**src/rtl/rv32_mod_bus_arbiter_if.sv**
```systemverilog
// Shared memory bus between the instruction/data arbiter (master side)
// and the downstream bus target (slave side).
interface rv32_mod_bus_arbiter_if;
   logic        bus_req;
   logic        bus_wr;
   logic [3:0]  bus_be;
   logic [31:0] bus_addr;
   logic [31:0] bus_data_o;
   logic        bus_ack;
   logic        bus_err;
   logic [31:0] bus_data_i;

   modport master (
      output bus_req, bus_wr, bus_be, bus_addr, bus_data_o,
      input  bus_ack, bus_err, bus_data_i
   );

   modport slave (
      input  bus_req, bus_wr, bus_be, bus_addr, bus_data_o,
      output bus_ack, bus_err, bus_data_i
   );
endinterface

```
**src/rtl/rv32_mod_bus_arbiter.sv**
```systemverilog
// Two-port (instruction / data) arbiter onto a single memory bus, with
// data-priority bounded by MAX_DATA_RUN and an optional bus timeout.
module rv32_mod_bus_arbiter #(
   parameter int unsigned MAX_DATA_RUN   = 4,
   parameter int unsigned TIMEOUT_CYCLES = 255
) (
   input  logic                        clk,
   input  logic                        reset,
   input  logic                        instr_req,
   input  logic [31:0]                 instr_addr,
   output logic                        instr_ack,
   output logic                        instr_err,
   output logic [31:0]                 instr_data_o,
   input  logic                        data_req,
   input  logic                        data_wr,
   input  logic [3:0]                  data_be,
   input  logic [31:0]                 data_addr,
   input  logic [31:0]                 data_data_i,
   output logic                        data_ack,
   output logic                        data_err,
   output logic [31:0]                 data_data_o,
   rv32_mod_bus_arbiter_if.master      bus
);

   typedef enum logic [1:0] {IDLE, GNT_I, GNT_D} state_t;

   state_t      state, state_nxt;
   logic [3:0]  run_cnt;
   logic [7:0]  tmo_cnt;
   logic        grant_i, grant_d, bus_done, tmo_hit;

   assign grant_i  = (state == GNT_I);
   assign grant_d  = (state == GNT_D);
   assign bus_done = bus.bus_ack | bus.bus_err;
   assign tmo_hit  = (TIMEOUT_CYCLES != 0) && (state != IDLE) && !bus_done &&
                     (tmo_cnt == 8'(TIMEOUT_CYCLES));

   // Both ack and err high is reported as an error only.
   assign instr_ack    = grant_i & bus.bus_ack & ~bus.bus_err;
   assign instr_err    = grant_i & (bus.bus_err | tmo_hit);
   assign data_ack     = grant_d & bus.bus_ack & ~bus.bus_err;
   assign data_err     = grant_d & (bus.bus_err | tmo_hit);
   assign instr_data_o = bus.bus_data_i;
   assign data_data_o  = bus.bus_data_i;

   always_ff @(posedge clk or negedge reset) begin
      if (!reset) state <= IDLE;
      else        state <= state_nxt;
   end

   always_comb begin
      state_nxt = state;
      case (state)
         IDLE: begin
            if (instr_req && (!data_req || run_cnt == 4'(MAX_DATA_RUN)))
               state_nxt = GNT_I;
            else if (data_req)
               state_nxt = GNT_D;
         end
         GNT_I, GNT_D: begin
            if (bus_done || tmo_hit) state_nxt = IDLE;
         end
         default: state_nxt = IDLE;
      endcase
   end

   always_ff @(posedge clk or negedge reset) begin
      if (!reset) begin
         run_cnt        <= '0;
         tmo_cnt        <= '0;
         bus.bus_req    <= 1'b0;
         bus.bus_wr     <= 1'b0;
         bus.bus_be     <= '0;
         bus.bus_addr   <= '0;
         bus.bus_data_o <= '0;
      end else begin
         bus.bus_req <= (state_nxt != IDLE);
         if (state == IDLE && state_nxt == GNT_I) begin
            run_cnt        <= '0;
            tmo_cnt        <= '0;
            bus.bus_wr     <= 1'b0;
            bus.bus_be     <= '1;
            bus.bus_addr   <= instr_addr;
            bus.bus_data_o <= '0;
         end else if (state == IDLE && state_nxt == GNT_D) begin
            // Only data grants that make a waiting instruction wait longer count.
            run_cnt        <= instr_req ? run_cnt + 4'd1 : '0;
            tmo_cnt        <= '0;
            bus.bus_wr     <= data_wr;
            bus.bus_be     <= data_be;
            bus.bus_addr   <= data_addr;
            bus.bus_data_o <= data_data_i;
         end else if (state != IDLE && !bus_done && !tmo_hit) begin
            tmo_cnt <= tmo_cnt + 8'd1;
         end
      end
   end

endmodule

```
**src/flat_wrapper.sv**
```systemverilog
// flat-port wrapper written by rule: the top's interface ports become plain ports
module rv32_mod_bus_arbiter_flat 
#(
   parameter int unsigned MAX_DATA_RUN   = 4,
   parameter int unsigned TIMEOUT_CYCLES = 255
)
  (clk, reset, instr_req, instr_addr, instr_ack, instr_err, instr_data_o, data_req, data_wr, data_be, data_addr, data_data_i, data_ack, data_err, data_data_o, bus_bus_req, bus_bus_wr, bus_bus_be, bus_bus_addr, bus_bus_data_o, bus_bus_ack, bus_bus_err, bus_bus_data_i);
  rv32_mod_bus_arbiter_if bus_i ();
  input  logic clk;
  input  logic reset;
  input  logic instr_req;
  input  logic [31:0] instr_addr;
  output logic instr_ack;
  output logic instr_err;
  output logic [31:0] instr_data_o;
  input  logic data_req;
  input  logic data_wr;
  input  logic [3:0] data_be;
  input  logic [31:0] data_addr;
  input  logic [31:0] data_data_i;
  output logic data_ack;
  output logic data_err;
  output logic [31:0] data_data_o;
  output wire logic [$bits(bus_i.bus_req)-1:0] bus_bus_req;
  output wire logic [$bits(bus_i.bus_wr)-1:0] bus_bus_wr;
  output wire logic [$bits(bus_i.bus_be)-1:0] bus_bus_be;
  output wire logic [$bits(bus_i.bus_addr)-1:0] bus_bus_addr;
  output wire logic [$bits(bus_i.bus_data_o)-1:0] bus_bus_data_o;
  input wire logic [$bits(bus_i.bus_ack)-1:0] bus_bus_ack;
  input wire logic [$bits(bus_i.bus_err)-1:0] bus_bus_err;
  input wire logic [$bits(bus_i.bus_data_i)-1:0] bus_bus_data_i;
  assign bus_bus_req = bus_i.bus_req;
  assign bus_bus_wr = bus_i.bus_wr;
  assign bus_bus_be = bus_i.bus_be;
  assign bus_bus_addr = bus_i.bus_addr;
  assign bus_bus_data_o = bus_i.bus_data_o;
  assign bus_i.bus_ack = bus_bus_ack;
  assign bus_i.bus_err = bus_bus_err;
  assign bus_i.bus_data_i = bus_bus_data_i;
  rv32_mod_bus_arbiter #(.MAX_DATA_RUN(MAX_DATA_RUN), .TIMEOUT_CYCLES(TIMEOUT_CYCLES)) u_core (.clk(clk), .reset(reset), .instr_req(instr_req), .instr_addr(instr_addr), .instr_ack(instr_ack), .instr_err(instr_err), .instr_data_o(instr_data_o), .data_req(data_req), .data_wr(data_wr), .data_be(data_be), .data_addr(data_addr), .data_data_i(data_data_i), .data_ack(data_ack), .data_err(data_err), .data_data_o(data_data_o), .bus(bus_i));
endmodule
```
**config.mk**
```make
export PLATFORM = sky130hd
export DESIGN_NAME = rv32_mod_bus_arbiter_flat
export DESIGN_NICKNAME = d
export VERILOG_FILES = /design/src/rtl/rv32_mod_bus_arbiter_if.sv /design/src/rtl/rv32_mod_bus_arbiter.sv /design/src/flat_wrapper.sv
export SDC_FILE = /design/constraint.sdc
export NUM_CORES = 1
export LEC_CHECK = 0
export ABC_CLOCK_PERIOD_IN_PS = 5950
export BUFFER_PORTS_ARGS = -buffer_cell sky130_fd_sc_hd__buf_2
export CORE_AREA = 2 2 107 109
export DETAILED_ROUTE_END_ITERATION = 12
export DIE_AREA = 0 0 109 111
export PLACE_DENSITY = 0.76
export SYNTH_ARGS = -nofsm -noshare
export SYNTH_HDL_FRONTEND = slang
export SYNTH_SLANG_ARGS = --single-unit
```
**constraint.sdc**
```tcl
create_clock -name clk -period 5.95 [get_ports clk]
set_input_delay 1.19 -clock clk [delete_from_list [all_inputs] [get_ports clk]]
set_output_delay 1.19 -clock clk [all_outputs]
set_load 0.01 [all_outputs]
```
==> impl_metrics.tcl <==
set metrics [dict create \
    vias_per_cell 5.07 \
    final_cell_mix "179 x buf_2, 84 x dfrtp_1, 33 x a22o_1, 20 x mux2_4, 18 x a221o_1" \
    min_path_type "flop to flop" \
    seq_area_frac_synth_pct 48.1 \
    intPower_mw 1.66 \
    synth.largest_area_cell "dfrtp_1" \
    async_flop_share_pct 100 \
    worstMarginPinSlew_ns 1.17 \
    final_max_slew_viol_count 0 \
    syn_avg_cell_area_um2 12.0 \
    antenna_found_initial 0 \
    grt_pass1_wl_um 15200 \
    rows 39 \
    slew_headroom_pct 21.6 \
    synth_cell_types 46 \
    die_w_um 109 \
    hold_viol_final 0 \
    worstPathRequired_ns 6.21 \
    layout-area-overhead-vs-synth_pct 19.0 \
    synthTopCellsByArea "dfrtp_1 48%, buf_4 11%, mux2_4 6.9%, a22o_1 6.6%, a221o_1 4.1%" \
    cts_max_level 3 \
    synth_warnings 0 \
    finalSetupViolCount 0 \
    min_path_cells 1 \
    cts.repair.resized 0 \
    dieArea_um2 12100 \
    cts.sinks 84 \
    drc 0 \
    syn_nets 509 \
    multi_input_area_um2 1690 \
    die_h_um 111 \
    design_area_um2 5200 \
    rsz0062_at_grt "false" \
    io_pins 277 \
    worst_setup_path_start_kind "flop" \
    slowest_delay_ns 0.96 \
    clk_latency_ns 0.34 \
    crit_arrival_ns 3.37 \
    synth_ff_type "dfrtp_1" \
    layout_commonest_cell "buf_2" \
    numCtsBuffers 9 \
    crit_slowest_cell "nor3_2" \
    num_vias 3148 \
    crit_type "flop to flop" \
    grt_max_degree 85 \
    crit_fanout 17 \
    drv_cap 0 \
    clockBufferDepth 2 \
    wirelength_um 9450 \
    fmax_ghz 0.322 \
    portBuffers 180 \
    crit_cells 7 \
    end_kind "flop" \
    gp_congestion 0.781 \
    switching_power_mw 0.932 \
    hold_buffers 0 \
    routedWlPerCell_um 15.2 \
    netlist_instances 363 \
    p_leak_nw 2.69 \
    comb_power_share_pct 43.4 \
    clkTransAtPathRegs_ns 0.06 \
    start_util_pct 39.5 \
    drt_first_pass_iters 4 \
    grt_overflow 0 \
    nets 620 \
    ir_drop_mv 0.222 \
    ff2ff_path_depth 7 \
    n_fill_cell 1011 \
    p_per_area_nw_per_um2 499 \
    drtIter0Drc 117 \
    dp_hpwl_um 6760 \
    path_cells "inv_1, ha_1, or3b_4, a21oi_4, nor2_1, nor3_2, a221o_1" \
    synth_top_area_share_pct 48.1 \
    synth-seq-cells 84 \
    post_cts_buffers 0 \
    clockPowerShare_pct 20.8 \
    post-route-period-util_pct 52.3 \
    drive_gt1_share_pct 49.2 \
    min_period_ns 3.11 \
    seqPwrFrac_pct 35.8 \
    cts_root_buf "clkbuf_16" \
    dp.cells 606 \
    critPathBufInv 1 \
    cts_tree "built" \
    fin_cells 621 \
    switching_share_pct 35.9 \
    placed_cell_area_um2 4920 \
    track_usage_pct 16.0 \
    status "complete, no violations" \
    grt_pass1_vias 3301 \
    fp.coreArea_um2 11100 \
    netlist_area_um2 4370 \
    critPathTopFamily "simple AND/OR/NAND/NOR gates" \
    fin_setup_tns_ns 0 \
    skew_ns 0.0107 \
    seq_area_um2 2100 \
    synth-edff-count 0 \
    ant_nets 0 \
    num_antenna_cells 0 \
]
[state kept, by name, summed over array words and instances (netlist names)]
signal,cells
u_core.bus.bus_addr,32
u_core.bus.bus_data_o,32
u_core.tmo_cnt,8
u_core.bus.bus_be,4
u_core.run_cnt,4
u_core.state,2
u_core.bus.bus_req,1
u_core.bus.bus_wr,1
[cells by family (layout without fill, tap and decap cells)]
family	after synthesis	after routing	share of synthesized area [%]
fa+ha+maj	7	7	2.00
simple gates	67	67	9.13
xor+xnor	8	8	1.60
mux	30	30	9.45
flops	84	84	48.1
buf+inv	88	203	13.8
compound gates	79	79	15.9
[layer usage]
metal	wire (um)	track usage, %	vias to the layer above
li1	-	-	1463
met1	3760	17.9	1544
met2	4720	26.4	119
met3	765	5.70	22
met4	207	8.38	0
met5	0	0	-
[final timing paths]
check | start | slack, ns | endpoint
setup / recovery | u_core.state[1] | 2.84 | u_core.bus.bus_addr[21]
hold / removal | u_core.bus.bus_data_o[17] | 0.50 | u_core.bus.bus_data_o[17]
setup reg to reg | u_core.state[1] | 2.84 | u_core.bus.bus_addr[21]
hold reg to reg | u_core.bus.bus_data_o[17] | 0.50 | u_core.bus.bus_data_o[17]
max in group asynchronous | reset | 4.23 | u_core.run_cnt[3]
min in group asynchronous | reset | 1.00 | u_core.bus.bus_be[0]
[power by group through the flow]
stage | Sequential (mW) | Clock [mW] | Combinational, mW
after global placement | 0.928 | 0 | 1.10
after global routing | 0.959 | 0.583 | 1.23
after CTS | 0.930 | 0.553 | 1.14
final | 0.929 | 0.540 | 1.13
after detailed placement | 0.926 | 0 | 1.15
after floorplan | 1.01 | 0 | 0.712
[worst reg2reg max path, stage by stage (launching register included)]
cell     delay, ns
dfrtp_1       0.57
inv_1         0.14
ha_1          0.31
or3b_4        0.40
a21oi_4       0.26
nor2_1        0.12
nor3_2        0.96
a221o_1       0.30
[layout make-up]
| type | instances | area share (%) |
|---|---|---|
| Sequential cell | 84 | 40.4 |
| Multi-Input combinational cell | 191 | 32.5 |
| Inverter | 5 | 0.361 |
| Clock inverter | 4 | 0.939 |
| Tap cell | 143 | 3.44 |
| Timing Repair Buffer | 183 | 17.8 |
| Clock buffer | 11 | 4.48 |
[metrics by stage]
stage	power, mW	worst slack (ns)	utilization (%)	hold slack [ns]
2_1_floorplan	1.72	3.14	-	0.505
3_3_place_gp	2.03	2.63	44.4	0.486
3_5_place_dp	2.08	2.54	44.4	0.486
4_1_cts	2.62	2.84	46.9	0.506
5_1_grt	2.77	2.63	46.9	0.524
6_report	2.60	2.84	46.9	0.499
[cells in the mapped netlist (2+ instances only)]
library cell,number
a21oi_1,5
a221o_1,18
a22o_1,33
and2_1,17
and3_1,2
and3b_1,2
buf_2,7
buf_4,64
buf_6,3
clkbuf_1,8
dfrtp_1,84
ha_1,7
inv_1,5
mux2_2,10
mux2_4,20
nand2_1,6
nand3_1,6
nand4_1,3
nor2_1,14
nor2b_1,4
nor3_1,4
nor3b_1,2
o21ai_0,7
o22a_1,4
xnor2_1,4
xor2_1,4
No activity file was read; power rests on OpenSTA's default activity.
